## config.mk

```make
export PLATFORM = sky130hd
export DESIGN_NAME = jtag_multi_driver_flat
export DESIGN_NICKNAME = d
export VERILOG_FILES = /design/src/rtl/jtag_multi_driver_if.sv /design/src/rtl/jtag_multi_driver.sv /design/src/flat_wrapper.sv
export SDC_FILE = /design/constraint.sdc
export NUM_CORES = 1
export LEC_CHECK = 0
export BUFFER_PORTS_ARGS = -buffer_cell sky130_fd_sc_hd__buf_2
export CAP_MARGIN = 10
export CORE_MARGIN = 3
export CORE_UTILIZATION = 30
export CTS_CLUSTER_SIZE = 12
export DETAILED_ROUTE_END_ITERATION = 7
export GPL_TIMING_DRIVEN = 0
export PLACE_DENSITY = 0.48
export SLEW_MARGIN = 10
export SYNTH_ARGS = -nofsm -noshare
export SYNTH_HDL_FRONTEND = slang
export SYNTH_SLANG_ARGS = --single-unit
```

## constraint.sdc

```tcl
create_clock -name clk_i -period 10.58 [get_ports clk_i]
set_input_delay 0.529 -clock clk_i [delete_from_list [all_inputs] [get_ports clk_i]]
set_output_delay 0.529 -clock clk_i [all_outputs]
set_load 0.02 [all_outputs]
```

## src/rtl/jtag_multi_driver_if.sv

```systemverilog
// Bundle of command, response and JTAG pin signals for jtag_multi_driver.
// The slave modport is the driver engine; the master modport is the host and target side.
interface jtag_multi_driver_if #(
  parameter int NumChannels = 2,
  parameter int DataWidth   = 64,
  parameter int ClkDivWidth = 8
);
  localparam int ChanWidth = (NumChannels > 1) ? $clog2(NumChannels) : 1;
  localparam int LenWidth  = $clog2(DataWidth + 1);

  logic                   cmd_valid_i;
  logic                   cmd_ready_o;
  logic [ChanWidth-1:0]   cmd_chan_i;
  logic [1:0]             cmd_mode_i;
  logic [LenWidth-1:0]    cmd_len_i;
  logic                   cmd_exit_i;
  logic [DataWidth-1:0]   cmd_data_i;
  logic [ClkDivWidth-1:0] clk_div_i;

  logic                   rsp_valid_o;
  logic                   rsp_ready_i;
  logic [DataWidth-1:0]   rsp_data_o;
  logic                   rsp_err_o;

  logic [NumChannels-1:0] jtag_tck_o;
  logic [NumChannels-1:0] jtag_tms_o;
  logic [NumChannels-1:0] jtag_tdi_o;
  logic [NumChannels-1:0] jtag_trst_no;
  logic [NumChannels-1:0] jtag_tdo_i;

  modport slave (
    input  cmd_valid_i, cmd_chan_i, cmd_mode_i, cmd_len_i, cmd_exit_i, cmd_data_i, clk_div_i,
    input  rsp_ready_i, jtag_tdo_i,
    output cmd_ready_o, rsp_valid_o, rsp_data_o, rsp_err_o,
    output jtag_tck_o, jtag_tms_o, jtag_tdi_o, jtag_trst_no
  );

  modport master (
    output cmd_valid_i, cmd_chan_i, cmd_mode_i, cmd_len_i, cmd_exit_i, cmd_data_i, clk_div_i,
    output rsp_ready_i, jtag_tdo_i,
    input  cmd_ready_o, rsp_valid_o, rsp_data_o, rsp_err_o,
    input  jtag_tck_o, jtag_tms_o, jtag_tdi_o, jtag_trst_no
  );
endinterface

```

## src/rtl/jtag_multi_driver.sv

```systemverilog
// Multi-channel JTAG bit-bang engine: TMS sequences, TDI/TDO data shifts and TRST pulses.
// Define JTAG_DRV_TDO_SYNC_EN to resynchronise TDO and sample it at the end of the TCK high phase.
module jtag_multi_driver #(
  parameter int NumChannels = 2,
  parameter int DataWidth   = 64,
  parameter int ClkDivWidth = 8
) (
  input logic                clk_i,
  input logic                rst_i,
  jtag_multi_driver_if.slave bus
);
  localparam int ChanWidth  = (NumChannels > 1) ? $clog2(NumChannels) : 1;
  localparam int ChanLimitW = ChanWidth + 1;
  localparam int LenWidth   = $clog2(DataWidth + 1);
  localparam logic [LenWidth-1:0]   MaxLen    = LenWidth'(DataWidth);
  localparam logic [ChanLimitW-1:0] ChanLimit = ChanLimitW'(NumChannels);

  typedef enum logic [1:0] {IDLE, LOW, HIGH, RSP} state_t;

  state_t                 state;
  logic [NumChannels-1:0] chan_oh_q;
  logic [1:0]             mode_q;
  logic [LenWidth-1:0]    len_q;
  logic                   exit_q;
  logic [DataWidth-1:0]   data_q;
  logic [ClkDivWidth-1:0] div_q;
  logic [ClkDivWidth-1:0] phase_cnt;
  logic [LenWidth-1:0]    bit_cnt;

  logic                   cmd_ready_q;
  logic                   rsp_valid_q;
  logic                   rsp_err_q;
  logic [DataWidth-1:0]   rsp_data_q;
  logic [NumChannels-1:0] tck_q;
  logic [NumChannels-1:0] tms_q;
  logic [NumChannels-1:0] tdi_q;
  logic [NumChannels-1:0] trst_n_q;

  logic                   accept;
  logic                   cmd_bad;
  logic                   last_bit;
  logic                   tdo_bit;
  logic                   capture_now;

  logic [NumChannels-1:0] nxt_chan_oh;
  logic [1:0]             nxt_mode;
  logic                   nxt_exit;
  logic [LenWidth-1:0]    nxt_len;
  logic [LenWidth-1:0]    nxt_idx;
  logic [DataWidth-1:0]   nxt_data;
  logic                   nxt_bit;
  logic                   nxt_tms;
  logic                   nxt_tdi;
  logic                   nxt_trst_n;
  logic [NumChannels-1:0] nxt_tms_vec;
  logic [NumChannels-1:0] nxt_tdi_vec;
  logic [NumChannels-1:0] nxt_trst_n_vec;

  assign accept   = bus.cmd_valid_i & cmd_ready_q;
  assign last_bit = (bit_cnt == len_q - LenWidth'(1));

  always_comb begin
    cmd_bad = (bus.cmd_mode_i == 2'd3) ||
              (bus.cmd_len_i > MaxLen) ||
              ({1'b0, bus.cmd_chan_i} >= ChanLimit);
`ifdef JTAG_DRV_TDO_SYNC_EN
    if (bus.clk_div_i < ClkDivWidth'(2)) cmd_bad = 1'b1;
`endif
  end

  // Pin values for the next LOW phase: bit 0 of the incoming command, or bit k+1 of the latched one.
  always_comb begin
    nxt_chan_oh = chan_oh_q;
    nxt_mode    = mode_q;
    nxt_exit    = exit_q;
    nxt_len     = len_q;
    nxt_data    = data_q;
    nxt_idx     = bit_cnt + LenWidth'(1);
    if (state == IDLE) begin
      nxt_chan_oh = NumChannels'(1) << bus.cmd_chan_i;
      nxt_mode    = bus.cmd_mode_i;
      nxt_exit    = bus.cmd_exit_i;
      nxt_len     = bus.cmd_len_i;
      nxt_data    = bus.cmd_data_i;
      nxt_idx     = '0;
    end
    nxt_bit    = |(nxt_data & (DataWidth'(1) << nxt_idx));
    nxt_tms    = 1'b0;
    nxt_tdi    = 1'b0;
    nxt_trst_n = 1'b1;
    case (nxt_mode)
      2'd0: nxt_tms = nxt_bit;
      2'd1: begin
        nxt_tdi = nxt_bit;
        nxt_tms = nxt_exit && (nxt_idx == nxt_len - LenWidth'(1));
      end
      2'd2: begin
        nxt_tms    = 1'b1;
        nxt_trst_n = 1'b0;
      end
      default: ;
    endcase
    nxt_tms_vec    = nxt_chan_oh & {NumChannels{nxt_tms}};
    nxt_tdi_vec    = nxt_chan_oh & {NumChannels{nxt_tdi}};
    nxt_trst_n_vec = ~(nxt_chan_oh & {NumChannels{~nxt_trst_n}});
  end

`ifdef JTAG_DRV_TDO_SYNC_EN
  logic [NumChannels-1:0] tdo_meta;
  logic [NumChannels-1:0] tdo_sync;

  always_ff @(posedge clk_i or posedge rst_i) begin
    if (rst_i) begin
      tdo_meta <= '0;
      tdo_sync <= '0;
    end else begin
      tdo_meta <= bus.jtag_tdo_i;
      tdo_sync <= tdo_meta;
    end
  end

  assign tdo_bit     = |(tdo_sync & chan_oh_q);
  assign capture_now = (state == HIGH) && (phase_cnt == '0);
`else
  // Raw TDO is taken on the same clock edge that raises TCK.
  assign tdo_bit     = |(bus.jtag_tdo_i & chan_oh_q);
  assign capture_now = (state == LOW) && (phase_cnt == '0);
`endif

  always_ff @(posedge clk_i or posedge rst_i) begin
    if (rst_i) begin
      state       <= IDLE;
      chan_oh_q   <= '0;
      mode_q      <= '0;
      len_q       <= '0;
      exit_q      <= 1'b0;
      data_q      <= '0;
      div_q       <= '0;
      phase_cnt   <= '0;
      bit_cnt     <= '0;
      cmd_ready_q <= 1'b1;
      rsp_valid_q <= 1'b0;
      rsp_err_q   <= 1'b0;
      rsp_data_q  <= '0;
      tck_q       <= '0;
      tms_q       <= '0;
      tdi_q       <= '0;
      trst_n_q    <= '1;
    end else begin
      case (state)
        IDLE: begin
          if (accept) begin
            chan_oh_q   <= nxt_chan_oh;
            mode_q      <= bus.cmd_mode_i;
            len_q       <= bus.cmd_len_i;
            exit_q      <= bus.cmd_exit_i;
            data_q      <= bus.cmd_data_i;
            div_q       <= bus.clk_div_i;
            phase_cnt   <= bus.clk_div_i;
            bit_cnt     <= '0;
            cmd_ready_q <= 1'b0;
            rsp_data_q  <= '0;
            rsp_err_q   <= cmd_bad;
            if (cmd_bad || (bus.cmd_len_i == '0)) begin
              state <= RSP;
            end else begin
              state    <= LOW;
              tck_q    <= '0;
              tms_q    <= nxt_tms_vec;
              tdi_q    <= nxt_tdi_vec;
              trst_n_q <= nxt_trst_n_vec;
            end
          end
        end
        LOW: begin
          if (phase_cnt == '0) begin
            phase_cnt <= div_q;
            state     <= HIGH;
            tck_q     <= (mode_q == 2'd2) ? '0 : chan_oh_q;
          end else begin
            phase_cnt <= phase_cnt - ClkDivWidth'(1);
          end
        end
        HIGH: begin
          if (phase_cnt == '0) begin
            phase_cnt <= div_q;
            tck_q     <= '0;
            if (last_bit) begin
              state    <= RSP;
              tms_q    <= '0;
              tdi_q    <= '0;
              trst_n_q <= '1;
            end else begin
              state    <= LOW;
              bit_cnt  <= bit_cnt + LenWidth'(1);
              tms_q    <= nxt_tms_vec;
              tdi_q    <= nxt_tdi_vec;
              trst_n_q <= nxt_trst_n_vec;
            end
          end else begin
            phase_cnt <= phase_cnt - ClkDivWidth'(1);
          end
        end
        RSP: begin
          // One settling cycle after the last HIGH phase before the response is offered.
          if (!rsp_valid_q) begin
            rsp_valid_q <= 1'b1;
          end else if (bus.rsp_ready_i) begin
            rsp_valid_q <= 1'b0;
            cmd_ready_q <= 1'b1;
            state       <= IDLE;
          end
        end
        default: state <= IDLE;
      endcase

      if (capture_now && (mode_q != 2'd2)) begin
        rsp_data_q <= rsp_data_q | (DataWidth'(tdo_bit) << bit_cnt);
      end
    end
  end

  assign bus.cmd_ready_o  = cmd_ready_q;
  assign bus.rsp_valid_o  = rsp_valid_q;
  assign bus.rsp_err_o    = rsp_err_q;
  assign bus.rsp_data_o   = rsp_data_q;
  assign bus.jtag_tck_o   = tck_q;
  assign bus.jtag_tms_o   = tms_q;
  assign bus.jtag_tdi_o   = tdi_q;
  assign bus.jtag_trst_no = trst_n_q;

endmodule

```

## src/flat_wrapper.sv

```systemverilog
// flat-port wrapper written by rule: the top's interface ports become plain ports
module jtag_multi_driver_flat 
#(
  parameter int NumChannels = 2,
  parameter int DataWidth   = 64,
  parameter int ClkDivWidth = 8
)
  (clk_i, rst_i, bus_cmd_valid_i, bus_cmd_chan_i, bus_cmd_mode_i, bus_cmd_len_i, bus_cmd_exit_i, bus_cmd_data_i, bus_clk_div_i, bus_rsp_ready_i, bus_jtag_tdo_i, bus_cmd_ready_o, bus_rsp_valid_o, bus_rsp_data_o, bus_rsp_err_o, bus_jtag_tck_o, bus_jtag_tms_o, bus_jtag_tdi_o, bus_jtag_trst_no);
  jtag_multi_driver_if #(.NumChannels(NumChannels), .DataWidth(DataWidth), .ClkDivWidth(ClkDivWidth)) bus_i ();
  input logic clk_i;
  input logic rst_i;
  input wire logic [$bits(bus_i.cmd_valid_i)-1:0] bus_cmd_valid_i;
  input wire logic [$bits(bus_i.cmd_chan_i)-1:0] bus_cmd_chan_i;
  input wire logic [$bits(bus_i.cmd_mode_i)-1:0] bus_cmd_mode_i;
  input wire logic [$bits(bus_i.cmd_len_i)-1:0] bus_cmd_len_i;
  input wire logic [$bits(bus_i.cmd_exit_i)-1:0] bus_cmd_exit_i;
  input wire logic [$bits(bus_i.cmd_data_i)-1:0] bus_cmd_data_i;
  input wire logic [$bits(bus_i.clk_div_i)-1:0] bus_clk_div_i;
  input wire logic [$bits(bus_i.rsp_ready_i)-1:0] bus_rsp_ready_i;
  input wire logic [$bits(bus_i.jtag_tdo_i)-1:0] bus_jtag_tdo_i;
  output wire logic [$bits(bus_i.cmd_ready_o)-1:0] bus_cmd_ready_o;
  output wire logic [$bits(bus_i.rsp_valid_o)-1:0] bus_rsp_valid_o;
  output wire logic [$bits(bus_i.rsp_data_o)-1:0] bus_rsp_data_o;
  output wire logic [$bits(bus_i.rsp_err_o)-1:0] bus_rsp_err_o;
  output wire logic [$bits(bus_i.jtag_tck_o)-1:0] bus_jtag_tck_o;
  output wire logic [$bits(bus_i.jtag_tms_o)-1:0] bus_jtag_tms_o;
  output wire logic [$bits(bus_i.jtag_tdi_o)-1:0] bus_jtag_tdi_o;
  output wire logic [$bits(bus_i.jtag_trst_no)-1:0] bus_jtag_trst_no;
  assign bus_i.cmd_valid_i = bus_cmd_valid_i;
  assign bus_i.cmd_chan_i = bus_cmd_chan_i;
  assign bus_i.cmd_mode_i = bus_cmd_mode_i;
  assign bus_i.cmd_len_i = bus_cmd_len_i;
  assign bus_i.cmd_exit_i = bus_cmd_exit_i;
  assign bus_i.cmd_data_i = bus_cmd_data_i;
  assign bus_i.clk_div_i = bus_clk_div_i;
  assign bus_i.rsp_ready_i = bus_rsp_ready_i;
  assign bus_i.jtag_tdo_i = bus_jtag_tdo_i;
  assign bus_cmd_ready_o = bus_i.cmd_ready_o;
  assign bus_rsp_valid_o = bus_i.rsp_valid_o;
  assign bus_rsp_data_o = bus_i.rsp_data_o;
  assign bus_rsp_err_o = bus_i.rsp_err_o;
  assign bus_jtag_tck_o = bus_i.jtag_tck_o;
  assign bus_jtag_tms_o = bus_i.jtag_tms_o;
  assign bus_jtag_tdi_o = bus_i.jtag_tdi_o;
  assign bus_jtag_trst_no = bus_i.jtag_trst_no;
  jtag_multi_driver #(.NumChannels(NumChannels), .DataWidth(DataWidth), .ClkDivWidth(ClkDivWidth)) u_core (.clk_i(clk_i), .rst_i(rst_i), .bus(bus_i));
endmodule
```

==> results.cfg <==
[logic_synthesis]
synth-seq-area-share = 0.514
ys_warn_count = 0
synth_cells = 959
synth_edf_count = 0
ys_seq_elements = 176
synthArstFlopShare = 1.00
synth-main-ff-cell = dfrtp_1
synth_nets = 1056
avgSynthCellArea_um2 = 8.94
ys_types = 65
netlist_area_mm2 = 0.00857

[timing]
hold_slack_ps = 197
finalSetupViolCount = 0
finClkSkew_ps = 12.0
relSlewSlack = 0.406
slew_viol_final = 0
hold_viol = 0
rsz0062_at_grt = no
tns_ps = 0
timing.fmax_ghz = 0.218
tightest_slew_ps = 891
period_minus_slack_ps = 4590
post-route-period-util = 0.434

[die]
die_w_um = 175
boundaryPins = 164
coreArea_mm2 = 0.0280
dieArea_mm2 = 0.0306
placementRows = 61
initial_core_util = 0.306
die_h_um = 175

[global_route]
grt_max_degree = 91
grt_antenna_before_repair = 0
grt_use_total = 0.182
grt_overflow = 0
grt_pass1_wl_um = 43700
grt_pass1_vias = 7416

[final_layout]
fin_nets = 1239
diodes = 0
layout-drive-gt1-share = 0.199
fillers = 2954
syn2layout_area_growth_pct = 22.7

[pwr]
p_seq_frac = 0.377
p_int_mw = 1.57
p_per_area_mw_per_mm2 = 250
swShare = 0.402
peakVddDrop_mv = 0.117
p_comb_frac = 0.367
power_switching_mw = 1.06
p_leak_nw = 5.25
clockPowerShare = 0.256

[outcome]
status = complete, no violations

[route]
drt_iter0_drc = 469
routed-via-count = 7466
wl_um = 27800
wl_per_cell_um = 18.1
drcViolationCount = 0
ant_nets = 0
firstDrtPassIters = 5
detail_route.vias_per_cell = 4.87

[hold_path]
hold_class = in2async

[placed_design]
gp_congestion = 0.897
hpwl_um = 20600
portBuffers = 163

[cts]
cts-resized-gates = 0
cts_sinks = 176
htree_levels = 4
cts_tree = yes
cts.path.max_buffers = 2
cts-buffers-inserted = 17
clkLatencyLatePin_ps = 430
ctsHoldBuffers = 0
clkTransAtPathRegs_ps = 70
ctsRootBufferMaster = clkbuf_16
post-cts-setup-buffer-count = 0

[critical_path]
critPathCaptureType = flop
arrival_ps = 4940
worstSetupStartpointType = flop
worstPathMaxFanout = 10
worstPathRequired_ps = 10930
crit_type = reg2reg

[flow_run]
drv_cap = 0
## cell usage in the layout, fill, tap and decap left out, types with 5 or more instances in the layout
cell type,instances
nor3_1,20
mux2i_1,14
o31ai_1,9
nor3b_1,7
and2_1,5
mux2_2,9
a31oi_1,12
dfrtp_1,173
nand2b_1,8
and3_1,6
xnor2_1,15
nand2_1,288
nor2_1,76
a22o_1,35
nand3_1,21
a32oi_1,5
a21oi_1,53
inv_1,16
a211oi_1,5
o21ai_0,38
buf_1,5
buf_2,170
clkbuf_16,17
clkbuf_1,40
ha_1,8
xor2_1,12
or2_2,5
nor2b_1,6
## per-stage QoR
| step | cell area (um2) | cells | worst slack, ps | utilization | total power [mW] |
|---|---|---|---|---|---|
| floorplan | 8570 | 959 | 5280 | - | 1.65 |
| global placement | 9860 | 1500 | 2860 | 0.352 | 1.96 |
| detailed placement | 9900 | 1501 | 6140 | 0.353 | 1.97 |
| CTS | 10500 | 1533 | 6110 | 0.376 | 2.65 |
| global route | 10500 | 1533 | 5700 | 0.376 | 2.82 |
| finish | 10500 | 1533 | 5990 | 0.376 | 2.63 |
## registers in the layout, indices dropped and copies added, names as in the netlist
name                     cells
u_core.data_q               64
u_core.bus.cmd_ready_o       1
u_core.div_q                 8
u_core.bus.jtag_tdi_o        2
u_core.bus.rsp_data_o       64
u_core.bit_cnt               7
u_core.state                 2
u_core.bus.jtag_trst_no      2
u_core.chan_oh_q             2
u_core.bus.rsp_err_o         1
u_core.len_q                 7
u_core.exit_q                1
u_core.phase_cnt             8
u_core.bus.rsp_valid_o       1
u_core.bus.jtag_tms_o        2
u_core.bus.jtag_tck_o        2
u_core.mode_q                2
## worst max-delay path, cell delays in order (launching register included)
cell and delay, ps:
dfrtp_1 420, inv_1 120, ha_1 260, buf_2 290, clkbuf_1 500, buf_1 460, buf_1 560, mux2i_1 300
ha_1 220, o21ai_0 150, nor2_1 180, xnor2_1 140, o2111ai_1 130, a211oi_1 540, a22oi_1 130, o21ai_0 110
## routing by layer
layer / part of all wire / vias to the layer above / global-route usage
met5: 0 / - / 0
met4: 0.0082 / 0 / 0.0369
met3: 0.041 / 17 / 0.0248
met2: 0.46 / 184 / 0.283
met1: 0.49 / 3607 / 0.272
li1: - / 3658 / -
## path summary, 6_finish.rpt
check | depth (start not counted) | startpoint | to | slack (ps)
worst max-delay path | 15 | u_core.state[1]$_DFFE_PP0P_ | u_core.bus.jtag_tms_o[1]$_DFFE_PP0P_ | 5990
worst min-delay path | 2 | rst_i | u_core.bus.jtag_tck_o[1]$_DFFE_PP0P_ | 200
worst max register to register | 15 | u_core.state[1]$_DFFE_PP0P_ | u_core.bus.jtag_tms_o[1]$_DFFE_PP0P_ | 5990
worst min register to register | 2 | u_core.data_q[10]$_DFFE_PP0P_ | u_core.data_q[10]$_DFFE_PP0P_ | 470
max in group asynchronous | 3 | rst_i | u_core.data_q[18]$_DFFE_PP0P_ | 9510
min in group clk_i | 3 | bus_cmd_data_i[29] | u_core.data_q[29]$_DFFE_PP0P_ | 280
## area by class of cell
type                    count  area (um2)  area share
plain buffers              54         226      0.0215
clock buffers              18         429      0.0408
well taps                 378         473      0.0450
flip-flops and latches    176        4410       0.419
repair buffers            164         843      0.0802
clock inverters            14         194      0.0184
multi-input cells         712        3880       0.368
inverters                  17        71.3     0.00678
## power by group through the flow
stage | logic, mW | registers [mW] | clock network [mW]
after floorplan | 0.678 | 0.976 | 0
after global placement | 0.956 | 0.999 | 0
after detailed placement | 0.968 | 1.00 | 0
after CTS | 0.971 | 0.992 | 0.683
after global routing | 1.10 | 1.02 | 0.713
final | 0.965 | 0.991 | 0.671
## cell families (layout without fill, tap and decap cells)
| family | count (synthesis) | count (layout) | synth area share |
|---|---|---|---|
| AOI/OAI and AO/OA | 185 | 185 | 0.142 |
| xor gates and xnor gates | 29 | 29 | 0.0327 |
| adders and majority gates | 8 | 8 | 0.0117 |
| buffers and inverters | 71 | 267 | 0.0339 |
| DFF | 176 | 176 | 0.514 |
| muxes | 25 | 25 | 0.0334 |
| and+or+nand+nor | 465 | 465 | 0.232 |
## synthesized netlist by cell type (all sizes together) (9+ instances only)
cell type	number	area share
o21ai	39	0.023
a21oi	53	0.031
o31ai	9	0.0079
nand2	288	0.13
nor3	21	0.013
a31oi	12	0.0088
inv	17	0.0074
a22o	35	0.036
clkbuf	39	0.017
mux2	9	0.012
xnor2	16	0.017
xor2	13	0.015
nor2	76	0.033
mux2i	14	0.016
nand3	22	0.013
buf	15	0.0093
dfrtp	173	0.50
(Power assumes the default switching activity.)
